### src/rtl/cardinal_nic_pkg.sv
// rtl/cardinal_nic_pkg.sv - shared nic register map and sequencer state encoding
package cardinal_nic_pkg;

   localparam logic [1:0] NIC_ADDR_DATA     = 2'b00;
   localparam logic [1:0] NIC_ADDR_IN_STAT  = 2'b01;
   localparam logic [1:0] NIC_ADDR_OUT_WR   = 2'b10;
   localparam logic [1:0] NIC_ADDR_OUT_STAT = 2'b11;

   typedef enum logic [2:0] {
      ST_IDLE    = 3'd0,
      ST_TX_POLL = 3'd1,
      ST_TX_CHK  = 3'd2,
      ST_TX_WR   = 3'd3,
      ST_RX_POLL = 3'd4,
      ST_RX_CHK  = 3'd5,
      ST_RX_RD   = 3'd6,
      ST_RX_CAP  = 3'd7
   } ctrl_state_t;

endpackage

### src/rtl/cardinal_nic_ctrl.sv
// rtl/cardinal_nic_ctrl.sv - PE-side sequencer turning tx/rx packet streams into nic register cycles
module cardinal_nic_ctrl
   import cardinal_nic_pkg::*;
#(
   parameter int DATA_W      = 64,
   parameter int CNT_W       = 16,
   parameter int STALL_LIMIT = 16
) (
   input  logic              clk,
   input  logic              reset,
   input  logic              enable,
   input  logic              tx_valid,
   input  logic [DATA_W-1:0] tx_data,
   output logic              tx_ready,
   output logic              rx_valid,
   output logic [DATA_W-1:0] rx_data,
   input  logic              rx_ready,
   output logic              nic_en,
   output logic              nic_wr_en,
   output logic [1:0]        nic_addr,
   output logic [DATA_W-1:0] nic_din,
   input  logic [DATA_W-1:0] nic_dout,
   output logic              tx_stall,
   output logic [CNT_W-1:0]  tx_count,
   output logic [CNT_W-1:0]  rx_count
);

   localparam int BUSY_W = $clog2(STALL_LIMIT + 1);
   localparam logic [BUSY_W-1:0] BUSY_MAX = BUSY_W'(STALL_LIMIT);

   ctrl_state_t       state;
   logic              last_tx;
   logic [BUSY_W-1:0] busy_cnt;
   logic              tx_req;
   logic              rx_req;

   assign tx_req   = enable & tx_valid;
   // A held rx packet blocks further in-status polls, back-pressuring the nic.
   assign rx_req   = enable & ~rx_valid;
   assign tx_stall = (busy_cnt >= BUSY_MAX);

   always_ff @(posedge clk or negedge reset) begin
      if (!reset) begin
         state    <= ST_IDLE;
         last_tx  <= 1'b0;
         busy_cnt <= '0;
         rx_valid <= 1'b0;
         rx_data  <= '0;
         tx_count <= '0;
         rx_count <= '0;
      end else begin
         if (rx_valid && rx_ready)
            rx_valid <= 1'b0;
         case (state)
            ST_IDLE: begin
               if (tx_req && (!rx_req || !last_tx)) begin
                  state   <= ST_TX_POLL;
                  last_tx <= 1'b1;
               end else if (rx_req) begin
                  state   <= ST_RX_POLL;
                  last_tx <= 1'b0;
               end
            end
            ST_TX_POLL: state <= ST_TX_CHK;
            ST_TX_CHK: begin
               if (!nic_dout[0]) begin
                  state <= ST_TX_WR;
               end else begin
                  state <= ST_IDLE;
                  if (busy_cnt != BUSY_MAX)
                     busy_cnt <= busy_cnt + BUSY_W'(1);
               end
            end
            ST_TX_WR: begin
               tx_count <= tx_count + CNT_W'(1);
               busy_cnt <= '0;
               state    <= ST_IDLE;
            end
            ST_RX_POLL: state <= ST_RX_CHK;
            ST_RX_CHK:  state <= nic_dout[0] ? ST_RX_RD : ST_IDLE;
            ST_RX_RD:   state <= ST_RX_CAP;
            ST_RX_CAP: begin
               rx_data  <= nic_dout;
               rx_valid <= 1'b1;
               rx_count <= rx_count + CNT_W'(1);
               state    <= ST_IDLE;
            end
            default: state <= ST_IDLE;
         endcase
      end
   end

   // nic strobes depend only on the state register, so reset silences them at once.
   always_comb begin
      nic_en    = 1'b0;
      nic_wr_en = 1'b0;
      nic_addr  = NIC_ADDR_DATA;
      nic_din   = '0;
      tx_ready  = 1'b0;
      case (state)
         ST_TX_POLL: begin
            nic_en   = 1'b1;
            nic_addr = NIC_ADDR_OUT_STAT;
         end
         ST_TX_WR: begin
            nic_en    = 1'b1;
            nic_wr_en = 1'b1;
            nic_addr  = NIC_ADDR_OUT_WR;
            nic_din   = tx_data;
            tx_ready  = 1'b1;
         end
         ST_RX_POLL: begin
            nic_en   = 1'b1;
            nic_addr = NIC_ADDR_IN_STAT;
         end
         ST_RX_RD: begin
            nic_en   = 1'b1;
            nic_addr = NIC_ADDR_DATA;
         end
         default: ;
      endcase
   end

endmodule

### config.mk
export PLATFORM = sky130hd
export DESIGN_NAME = cardinal_nic_ctrl
export DESIGN_NICKNAME = d
export VERILOG_FILES = /design/src/rtl/cardinal_nic_pkg.sv /design/src/rtl/cardinal_nic_ctrl.sv
export SDC_FILE = /design/constraint.sdc
export NUM_CORES = 1
export LEC_CHECK = 0
export CAP_MARGIN = 20
export CORE_UTILIZATION = 37
export DETAILED_ROUTE_END_ITERATION = 10
export PLACE_DENSITY = 0.87
export SETUP_SLACK_MARGIN = 0.2
export SYNTH_ARGS = -nofsm -noshare
export SYNTH_HDL_FRONTEND = slang
export SYNTH_SLANG_ARGS = --single-unit
### constraint.sdc
create_clock -name clk -period 1.7 [get_ports clk]
set_input_delay 0.255 -clock clk [delete_from_list [all_inputs] [get_ports clk]]
set_output_delay 0.255 -clock clk [all_outputs]
set_load 0.02 [all_outputs]
After elaboration in Yosys (flattened, before gate mapping)
Cells that the tools add are included.
Widths: inputs -> output; s select.
{"block": "totals", "regBits": 106, "inputBits": 133}
{"block": "op_classes", "n_addsub": 3, "n_lt_le_gt_ge": 1, "eq_ne": 11, "muxes": 16, "bitwise_logic": 3, "n_reduce_logical": 13}
{"cell": "$mux 64", "count": 1}
{"cell": "$add 16x1->16 const B", "count": 2}
{"cell": "$pmux 3 s7", "count": 1}
{"cell": "$eq 3x3->1 const B", "count": 4}
{"cell": "$mux 5", "count": 2}
{"cell": "$pmux 5 s2", "count": 1}
{"cell": "$mux 3", "count": 3}
{"cell": "$eq 3x2->1 const B", "count": 2}
{"cell": "$mux 1", "count": 6}
{"cell": "$pmux 2 s3", "count": 1}
{"cell": "$reduce_bool 2->1", "count": 3}
{"cell": "$add 5x1->5 const B", "count": 1}
{"cell": "$ge 5x5->1 const B", "count": 1}
{"cell": "$ne 5x5->1 const B", "count": 1}
{"cell": "$ne 2x2->1 const B", "count": 2}
{"cell": "$reduce_or 4->1", "count": 1}
{"cell": "$eq 3x1->1 const B", "count": 1}
{"cell": "$logic_not 3->1", "count": 1}
{"cell": "$ne 3x3->1 const B", "count": 1}
{"cell": "$reduce_and 3->1", "count": 1}
{"cell": "$and 1x1->1", "count": 2}
{"cell": "$logic_and 1x1->1", "count": 2}
{"cell": "$logic_not 1->1", "count": 2}
{"cell": "$mux 2", "count": 1}
{"cell": "other kinds (4)", "count": 4}

Logic depth before layout (Yosys ltp)
Gate-level depths: netlist of the first run.
{"block": "depth", "word_depth": 7, "mapped_depth": 6}

Worst setup path before layout of the first run
No wires, ideal clock.
{"block": "synth_path", "kind": "register to output", "startpoint": "register state[0]", "endpoint": "output port nic_addr[0]", "arrival_ps": 1456, "required_time_ps": 1445, "setup_slack_ps": -11, "stages_incl_launch_ff": 4, "path_cell_list": "dfrtp_1 -> clkbuf_1 -> xor2_1 -> nor2b_1"}
{"block": "synth_via", "elab_chain_len": 2, "word_cells_on_any_way": 4, "cone_classes": "eq/ne (3); mux (1)"}
{"element": "from (decl)", "line_no": "cardinal_nic_ctrl.sv:31", "rtl": "ctrl_state_t state;"}
{"element": "from (signal assigned)", "line_no": "cardinal_nic_ctrl.sv:80", "rtl": "ST_RX_CHK: state <= nic_dout[0] ? ST_RX_RD : ST_IDLE;"}
{"element": "$eq 3x3->1 (tied with other cells)", "line_no": "cardinal_nic_ctrl.sv:100", "rtl": "case (state)"}
{"element": "$pmux 2 s3 (*)", "line_no": "cardinal_nic_ctrl.sv:100"}
{"element": "to (decl)", "line_no": "cardinal_nic_ctrl.sv:20", "rtl": "output logic [1:0] nic_addr,"}
Every way passes the cells marked *; elsewhere a longest branch is shown, timed or not.

Worst setup path after layout of the first run
{"block": "layout_path", "startpoint": "register state[2]", "endpoint": "output port nic_din[44]"}
{"block": "layout_via", "elab_chain_len": 2}
{"element": "$eq 3x2->1", "line_no": "cardinal_nic_ctrl.sv:100"}
{"element": "$mux 64", "line_no": "cardinal_nic_ctrl.sv:100"}
{"element": "to (decl)", "line_no": "cardinal_nic_ctrl.sv:21", "rtl": "output logic [DATA_W-1:0] nic_din,"}
Every way passes these cells.

==> metrics, run 1 <==
Avg Cell Area, Syn 9.11 um^2; Final Max Slew Viols 0; Wirelength per Cell 15.3 um; Reg2Reg Launch Point state[2]; placed cell area 8050 um^2; r2r endpoint tx_count[6]; first-pass GRT wire length 22900 um; Yosys top cell by area dfrtp_1; Crit-path slowest cell dfrtp_1; Post-Syn Nets 659; IO buf count 299; CTS clk-pin slew, worst paths 0.07 ns; Die Wd 115 um; CP startpoint kind flip-flop; Worst-Margin Slew 0.474 ns; Remaining DRCs 0; Core ar. 12600 um^2; Worst setup startpoint state[2]; worst setup path endpoint nic_din[44]; I/O pins 300; placement row count 41; Sw Pwr 5.01 mW; top cell type's share of synthesized area 0.558; Die ar. 13300 um^2; post-synthesis sequential area ratio 0.558; YS warnings 0; RSZ-0062 raised after global routing true; fmax 0.549 GHz; via count 4626; library cells used by synthesis 31; Vias/cell 4.57; PnR Total Power 12.5 mW; failing checks setup timing; final worst setup slack -0.121 ns; crit end category output port; Seq pwr share 0.325; CP required 1.44 ns; clock root cell clkbuf_16; CTS tree built; vias in the first global route 4359; final setup vio count 65; insertion delay to the later sink of the worst-skew pair 0.34 ns; area taken by multi-input logic gates 2130 um^2; Clock Path Buffers 2; initial core utilization 0.378; worst min-delay path class in -> async; Combinational Power Share 0.508; post-route cell area 8690 um^2; Worst EP arrival 1.57 ns; final cycle utilization of the critical path 1.07; initial drt markers 219; DP Worst Slack -0.149 ns; max-capacitance violation count 0; cell depth of the worst setup path 6; Inserted Clock Buffers 9; Cells after Synth 522; clock period minus worst slack 1.82 ns; GRT overflow 0; synth-to-layout area growth 82.7%; H-tree Lvls 3; chip height 115 um; Hold Fails Final Rpt 0; top post-synthesis cells by area dfrtp_1, nand2_1, and2_1; Clk pwr share 0.166; pin count of the biggest net entering global routing 70; NumNets Final 972; Internal Pwr Total 7.45 mW; # diodes 0; final WL 15500 um; Setup Crit Path Kind reg -> out; critical path's top delay family buffers and inverters; CTS Sinks 106; GR Util All Layers 0.223; Slew headroom 0.684; layout cells sized above 1 0.199; crit-path max FO 7; initial antenna violation count 0; Sequential Area 2650 um^2; skew final 0.0107 ns; routability congestion estimate 0.805; Post-Syn Area 4760 um^2; dpl hpwl 11000 um; Register-to-Register Path Depth 7; run status complete, but fails checks; CP max stage delay 0.38 ns; critical path, cell by cell nand3b_1 -> clkinv_4 -> buf_12 -> buf_16 -> and2_4 -> buf_6; register bit count reported by yosys 106; Worst Path Buf+Inv 4; switching part of the total 0.402; Layout Utilization 0.692; DRT Pass-1 Iters 4; Power Dens Cells 1430 nW/um^2; setup_tns -4.19 ns; Worst VDD drop 0.000855 V; reg-to-reg slack, setup 0.04 ns; antenna viol nets, final 0; Leakage 4.37 nW; Filler Cell Count 976
==> cells by family (layout without fill, tap and decap cells) <==
kind of cell             Yosys count  after routing  share of synthesized area
XOR/XNOR                          34             34                     0.0626
AO/OA/AOI/OAI                     17             17                     0.0203
buffers and inverters             33            351                     0.0292
AND/OR/NAND/NOR                  327            327                      0.317
flip-flops                       106            106                      0.558
adder cells (fa/ha/maj)            4              4                     0.0105
multiplexers                       1              1                    0.00237
==> power groups by stage <==
stage | sequential [mW] | combinational [mW] | clock [mW]
final | 4.06 | 6.34 | 2.08
after global routing | 4.18 | 6.84 | 2.25
after CTS | 4.05 | 5.94 | 2.14
after detailed placement | 4.12 | 6.30 | 0
after global placement | 4.08 | 6.19 | 0
after floorplan | 5.15 | 1.99 | 0
==> worst min-delay path by stage <==
stage	endpoint	depth (start not counted)	from	slack (ns)
global placement	rx_data[24]	1	reset	0.24
floorplan	busy_cnt[0]	0	reset	-0.04
CTS	rx_data[59]	3	nic_dout[59]	0.43
finish	rx_data[32]	2	reset	0.44
global route	rx_data[12]	3	nic_dout[12]	0.43
detailed placement	rx_data[32]	1	reset	0.25
==> state kept, by name, indices dropped and copies added (netlist names) <==
name	cells
busy_cnt	5
state	3
rx_valid	1
rx_count	16
last_tx	1
tx_count	16
rx_data	64
==> final cells by class <==
type                            instances  share of cell area
Timing Repair Buffer                  328               0.385
Sequential cell                       106               0.305
Multi-Input combinational cell        383               0.246
Clock buffer                           11              0.0291
Tap cell                              172              0.0248
Clock inverter                          5             0.00648
Inverter                                7             0.00360
==> per-layer routing <==
metal  part of all wire  up-vias  global-route usage  routed length [um]
li1                   -     2269                   -                   -
met1               0.42     2200               0.304                6520
met2               0.51      143               0.358                7940
met3              0.055       14              0.0569                 848
met4              0.013        0              0.0511                 195
met5                  0        -                   0                   0
==> cell usage in the layout, fill, tap and decap left out, drive strengths merged, types with 3 or more instances in the layout <==
cell type      instances
nand2                208
clkdlybuf4s50        131
dfrtp                106
dlygate4sd2           98
buf                   98
and2                  65
xnor2                 26
nand3                 13
nand4                 11
clkbuf                11
nor2                  10
inv                    9
xor2                   8
o21ai                  7
a21oi                  5
and4                   4
ha                     4
nor3                   4
clkinv                 3
nand2b                 3
and3                   3
==> cells in the mapped netlist <==
cell / number
a31o_2: 1
nor3_1: 2
nand3b_1: 1
dfrtp_1: 106
and3_1: 3
clkinv_1: 1
a311oi_1: 1
clkbuf_1: 16
and4b_1: 1
nor3b_1: 1
o22ai_1: 1
a21oi_1: 5
nand4bb_1: 1
xor2_1: 8
mux2_2: 1
and4_1: 4
buf_4: 1
buf_2: 9
nand2b_1: 3
nor2_1: 10
xnor2_1: 26
a31oi_1: 2
o21ai_0: 7
and2_1: 65
nand2_1: 208
nor2b_1: 2
nor3_2: 2
nand3_1: 13
nand4_1: 11
ha_1: 4
inv_1: 6
==> worst reg2reg max path: cells and delay by family (launching register included) <==
kind	cells	cell delay [ns]
flip-flops	1	0.38
AND/OR/NAND/NOR	3	0.58
XOR/XNOR	1	0.14
buffers and inverters	3	0.43
==> per-stage QoR <==
stage / hold slack, ns / instances
floorplan: -0.0406 / 522
global placement: 0.240 / 982
detailed placement: 0.250 / 982
CTS: 0.425 / 1004
global route: 0.433 / 1012
finish: 0.436 / 1012
==> timing repair <==
item,in CTS,in global routing
hold endpoints to repair,32,0
endpoints found under the setup margin,181,85
setup buffers,3,8
pin swaps,2,27
gates cloned,2,0
hold buffers,1,0
gates resized for setup,536,40
Power figures use the tool's default switching activity.
==> run 2, diff against run 1 <==
==> constraint.sdc (replaced) <==
create_clock -name clk -period 1.7 [get_ports clk]
set_input_delay 0.255 -clock clk [delete_from_list [all_inputs] [get_ports clk]]
set_output_delay 0.255 -clock clk [all_outputs]
set_load 0.01 [all_outputs]
==> run 2 against run 1 <==
Against the previous run: the run ends with hold timing, setup timing left; setup slack got worse by 0.0023 ns; critical path depth did not move; clock power fell by 6%; hold slack got worse by 0.45 ns; first-iteration DRC count rose by 59%; largest cell class unchanged; critical path type unchanged; via count rose by 10%; critical endpoint is now nic_din[1]; highest routed layer is now met5; final area rose by 10%; register-to-register slack got worse by 0.04 ns; routed wire length rose by 29%.
==> metrics, run 2 (same netlist as run 1, synthesis figures left out) <==
CTS Hold Buffers Added 0 (-1); final WL 20000 um (+29%); max-capacitance violation count 0 (unchanged); final setup vio count 69 (+6.2%); GRT overflow 0 (unchanged); Seq pwr share 0.322 (-0.003); NumNets Final 1005 (+3.4%); RSZ-0062 raised after global routing true; Clk pwr share 0.154 (-0.012); Hold Fails Final Rpt 14 (+14); vias in the first global route 4592 (+5.3%); PnR Total Power 12.7 mW (+2.0%); Setup Crit Path Kind reg -> out; synth-to-layout area growth 101%; skew final 0.00959 ns (-0.00114 ns); Combinational Power Share 0.524 (+0.016); CTS Sinks 106 (unchanged); CTS clk-pin slew, worst paths 0.07 ns (about the same); most common cell after layout, fill and taps aside nand2_1; Clock Path Buffers 2 (unchanged); initial antenna violation count 2 (+2); pin count of the biggest net entering global routing 107 (+53%); Worst EP arrival 1.57 ns (about the same); via count 5105 (+10%); clock root cell clkbuf_16; clock period minus worst slack 1.82 ns (+0.00234 ns); Core ar. 12600 um^2 (unchanged); setup_tns -5.60 ns (-1.41 ns); CP startpoint kind flip-flop; wire length on met2 10300 um (+30%); crit end category output port; first-pass GRT wire length 23800 um (+4.0%); commonest non-fill, non-tap cells in the layout nand2_1, clkdlybuf4s50_1, dfrtp_1; biggest regs rx_data x64, rx_count x16, tx_count x16; Leakage 5.13 nW (+17%); Worst-Margin Slew 0.576 ns (+0.102 ns); Filler Cell Count 832 (-15%); area taken by multi-input logic gates 2410 um^2 (+13%); max reg flops 64 (unchanged); routability congestion estimate 0.769 (-4.5%); I/O pins 300 (unchanged); Sequential Area 2660 um^2 (+0.14%); Worst VDD drop 0.000697 V (-18%); switching part of the total 0.361 (-0.0408); insertion delay to the later sink of the worst-skew pair 0.34 ns (about the same); Power Dens Cells 1330 nW/um^2 (-7.4%); Vias/cell 4.89 (+6.9%); DRT Pass-1 Iters 4 (unchanged); final cycle utilization of the critical path 1.07 (+0.00138); placement row count 41 (unchanged); Die Wd 115 um (unchanged); CP required 1.44 ns (about the same); Placed Cells 982 (unchanged); Non-Filler Instances 1045 (+3.3%); chip height 115 um (unchanged); CTS tree built; run status complete, but fails checks; Inserted Clock Buffers 9 (unchanged); Wirelength per Cell 19.1 um (+25%); Die ar. 13300 um^2 (unchanged); final hold slack -0.0164 ns (-0.452 ns); highest metal used met5; final worst setup slack -0.124 ns (-0.00234 ns); metal3 WL 1210 um (+43%); initial drt markers 349 (+59%); Remaining DRCs 0 (unchanged); Sw Pwr 4.59 mW (-8.4%); H-tree Lvls 3 (unchanged); initial core utilization 0.378 (unchanged); M1 WL 8100 um (+24%); Final Max Slew Viols 0 (unchanged); IO buf count 299 (unchanged); Reg with most FFs rx_data; failing checks hold timing, setup timing; fmax 0.548 GHz (-0.13%); Internal Pwr Total 8.12 mW (+8.9%); Slew headroom 0.616 (-0.0679); GR Util All Layers 0.233 (+0.0103); worst min-delay path class in -> async; dpl hpwl 10800 um (-2.3%); antenna viol nets, final 0 (unchanged); layout cells sized above 1 0.323 (+0.125); crit-path max FO 6 (-1)
## run 2: cell count changes in the layout (fill, tap and decap cells not counted), moves of 18 or more
cell,change
and2_1,-18
dlygate4sd2_1,-44
nand2_1,-57
and2_4,+18
dlymetal6s2s_1,+42
nand2_2,+51
## run 2: final timing paths
check | start | to | slack, ns | cells past startpoint
max in group asynchronous | reset | rx_count[5] | 1.25 | 2
worst min register to register | rx_data[19] | rx_data[19] | 0.47 | 2
worst max-delay path | state[2] | nic_din[1] | -0.12 | 6
min in group clk | nic_dout[63] | rx_data[63] | 0.44 | 3
worst max register to register | state[2] | tx_count[14] | 0 | 8
worst min-delay path | reset | rx_data[25] | -0.02 | 2
## run 2: area by class of cell
type                       instances  share of cell area
timing repair buffer             360               0.416
sequential                       106               0.277
multi-input combinational        384               0.252
clock buffer                      13              0.0272
tap                              172              0.0225
inverter                           7             0.00288
clock inverter                     2             0.00131
antenna                            1            0.000261
## run 2: routing by layer
metal	vias to the layer above	track usage
li1	2342	-
met1	2535	0.299
met2	188	0.391
met3	38	0.0648
met4	2	0.0571
met5	-	0
## run 2: power groups by stage
stage	logic, mW	clock network [mW]	registers, mW
finish	6.66	1.96	4.09
global route	7.10	2.09	4.20
CTS	5.49	1.99	4.07
detailed placement	5.41	0	4.11
global placement	5.28	0	4.07
floorplan	1.76	0	4.49
## run 2: per-stage QoR
step                hold WS, ns   util  instance area [um^2]  worst slack [ns]
CTS                      0.0141  0.667                  8390           -0.0983
global route             0.0320  0.762                  9570            -0.173
detailed placement        0.378  0.638                  8020            -0.154
global placement          0.374  0.638                  8020            -0.107
finish                  -0.0164  0.762                  9570            -0.124
floorplan               -0.0406      -                  4760             0.270
## run 2: critical path, stage by stage, from the launching register on
cell       delay, ns
dfrtp_1         0.38
nand3b_1        0.19
clkinv_2        0.09
buf_6           0.14
clkbuf_16       0.16
and2_1          0.13
buf_2           0.13
## run 2: what timing repair did
action                                  4_1_cts  5_1_grt
resized for setup                           409      203
pin swaps                                    33       58
endpoints found under the setup margin      138      203
cloned                                        3       20
buffers inserted                             19        5
==> run 3, diff against run 2 <==
CTS_BUF_LIST = sky130_fd_sc_hd__clkbuf_16   (was unset)
==> run 3 against run 2 <==
Against the previous run: sequential power about the same; register-to-register slack about the same; the run still ends with hold timing, setup timing left; largest cell class unchanged; routed wire length up 0.54%; combinational power about the same; highest routed layer unchanged; largest power group unchanged; clock power down 6%; critical endpoint unchanged; first-iteration DRC count down 5.2%; global-route usage about the same.
==> metrics, run 3 (same netlist as run 1, synthesis figures left out) <==
Register-to-Register Path Depth 8 (unchanged); initial drt markers 331 (-5.2%); clock period minus worst slack 1.82 ns (-0.00202 ns); final WL 20100 um (+0.54%); setup_tns -5.49 ns (+0.116 ns); crit end category output port; Clock Path Buffers 2 (unchanged); CTS Sinks 106 (unchanged); r2r endpoint tx_count[14]; Non-Filler Instances 1045 (unchanged); crit-path max FO 6 (unchanged); CTS tree built; Hold Fails Final Rpt 10 (-4); pin count of the biggest net entering global routing 107 (unchanged); H-tree Lvls 3 (unchanged); clock root cell clkbuf_16; Worst VDD drop 0.000699 V (+0.27%); most common cell after layout, fill and taps aside nand2_1; run status complete, but fails checks; synth-to-layout area growth 102%; Setup Crit Path Kind reg -> out; Power Dens Cells 1320 nW/um^2 (-0.78%); switching part of the total 0.364 (+0.00293); PnR Total Power 12.6 mW (-0.61%); CP required 1.44 ns (about the same); chip height 115 um (unchanged); max reg flops 64 (unchanged); post-route cell area 9590 um^2 (+0.17%); initial antenna violation count 3 (+1); Vias/cell 4.87 (-0.41%); Reg2Reg Launch Point state[2]; commonest non-fill, non-tap cells in the layout nand2_1, clkdlybuf4s50_1, dfrtp_1; initial core utilization 0.378 (unchanged); IO buf count 299 (unchanged); layout cells sized above 1 0.322 (-0.00115); Final Max Slew Viols 0 (unchanged); Reg with most FFs rx_data; insertion delay to the later sink of the worst-skew pair 0.33 ns (about the same); Slew headroom 0.618 (+0.00209); skew final 0.00992 ns (+0.000334 ns); fmax 0.549 GHz (+0.11%); Sw Pwr 4.60 mW (+0.19%); failing checks hold timing, setup timing; Filler Cell Count 832 (unchanged); Worst setup startpoint state[2]; Remaining DRCs 0 (unchanged); GR Util All Layers 0.234 (+0.000482); reg-to-reg slack, setup -0.01 ns (about the same); first-pass GRT wire length 23900 um (about the same); dpl hpwl 10800 um (unchanged); RSZ-0062 raised after global routing true; Internal Pwr Total 8.03 mW (-1.1%); final worst setup slack -0.122 ns (+0.00202 ns); Die Wd 115 um (unchanged); Clk pwr share 0.146 (-0.008); final cycle utilization of the critical path 1.07 (-0.00119); I/O pins 300 (unchanged); CTS Hold Buffers Added 0 (unchanged); Worst EP arrival 1.57 ns (about the same); Inserted Clock Buffers 9 (unchanged); placed cell area 8020 um^2 (unchanged); Wirelength per Cell 19.2 um (+0.54%); max-capacitance violation count 0 (unchanged); Core ar. 12600 um^2 (unchanged); routability congestion estimate 0.769 (unchanged); antenna viol nets, final 0 (unchanged); Worst-Margin Slew 0.573 ns (-0.00313 ns); via count 5084 (-0.41%); worst min-delay path class in -> async; final setup vio count 69 (unchanged); Seq pwr share 0.324 (+0.002); final hold slack -0.0204 ns (-0.00396 ns); NumNets Final 1005 (unchanged); DRT Pass-1 Iters 4 (unchanged); Placed Cells 982 (unchanged); Combinational Power Share 0.530 (+0.006); placement row count 41 (unchanged); Die ar. 13300 um^2 (unchanged); Leakage 5.18 nW (+0.93%); GRT overflow 0 (unchanged); biggest regs rx_data x64, rx_count x16, tx_count x16; vias in the first global route 4593 (+0.022%); CTS clk-pin slew, worst paths 0.07 ns (about the same); CP startpoint kind flip-flop
## run 3: worst max-delay path by stage
stage | to | slack (ns)
floorplan | nic_addr[0] | 0.27
global placement | nic_din[10] | -0.11
detailed placement | nic_din[10] | -0.15
CTS | nic_din[22] | -0.1
global route | nic_din[1] | -0.17
finish | nic_din[1] | -0.12
## run 3: power by group through the flow
stage                     Sequential [mW]  Clock, mW  Combinational, mW
after floorplan                      4.49          0               1.76
after global placement               4.07          0               5.28
after detailed placement             4.11          0               5.41
after CTS                            4.07       1.88               5.49
after global routing                 4.21       1.97               7.14
final                                4.10       1.84               6.69
## run 3: area by class of cell
type / count / area (um^2) / area share
Timing Repair Buffer: 360 / 3990 / 0.416
Sequential cell: 106 / 2660 / 0.277
Multi-Input combinational cell: 384 / 2440 / 0.255
Clock buffer: 9 / 225 / 0.0235
Tap cell: 172 / 215 / 0.0224
Clock inverter: 6 / 27.5 / 0.00287
Inverter: 7 / 27.5 / 0.00287
Antenna cell: 1 / 2.50 / 0.000261
## run 3: metrics by stage
step	utilization	setup WS (ns)
finish	0.763	-0.122
global route	0.763	-0.172
CTS	0.666	-0.0974
detailed placement	0.638	-0.154
global placement	0.638	-0.107
floorplan	-	0.270
## run 3: what timing repair did
item	in CTS	in global routing
pin swaps	33	57
resized for setup	408	211
endpoints found under the setup margin	137	204
buffers inserted	19	5
gates cloned	3	20
## run 3: routing by layer
metal  GRT usage  up-vias  wire, um
li1            -     2341         -
met1       0.302     2519      8120
met2       0.389      189     10300
met3      0.0648       31      1310
met4      0.0571        4       330
met5           0        -        25
## run 3: critical path: stages, from the launching register on
cell,delay [ns]
dfrtp_1,0.38
nand3b_1,0.19
clkinv_2,0.09
buf_6,0.14
clkbuf_16,0.16
and2_1,0.13
buf_2,0.13
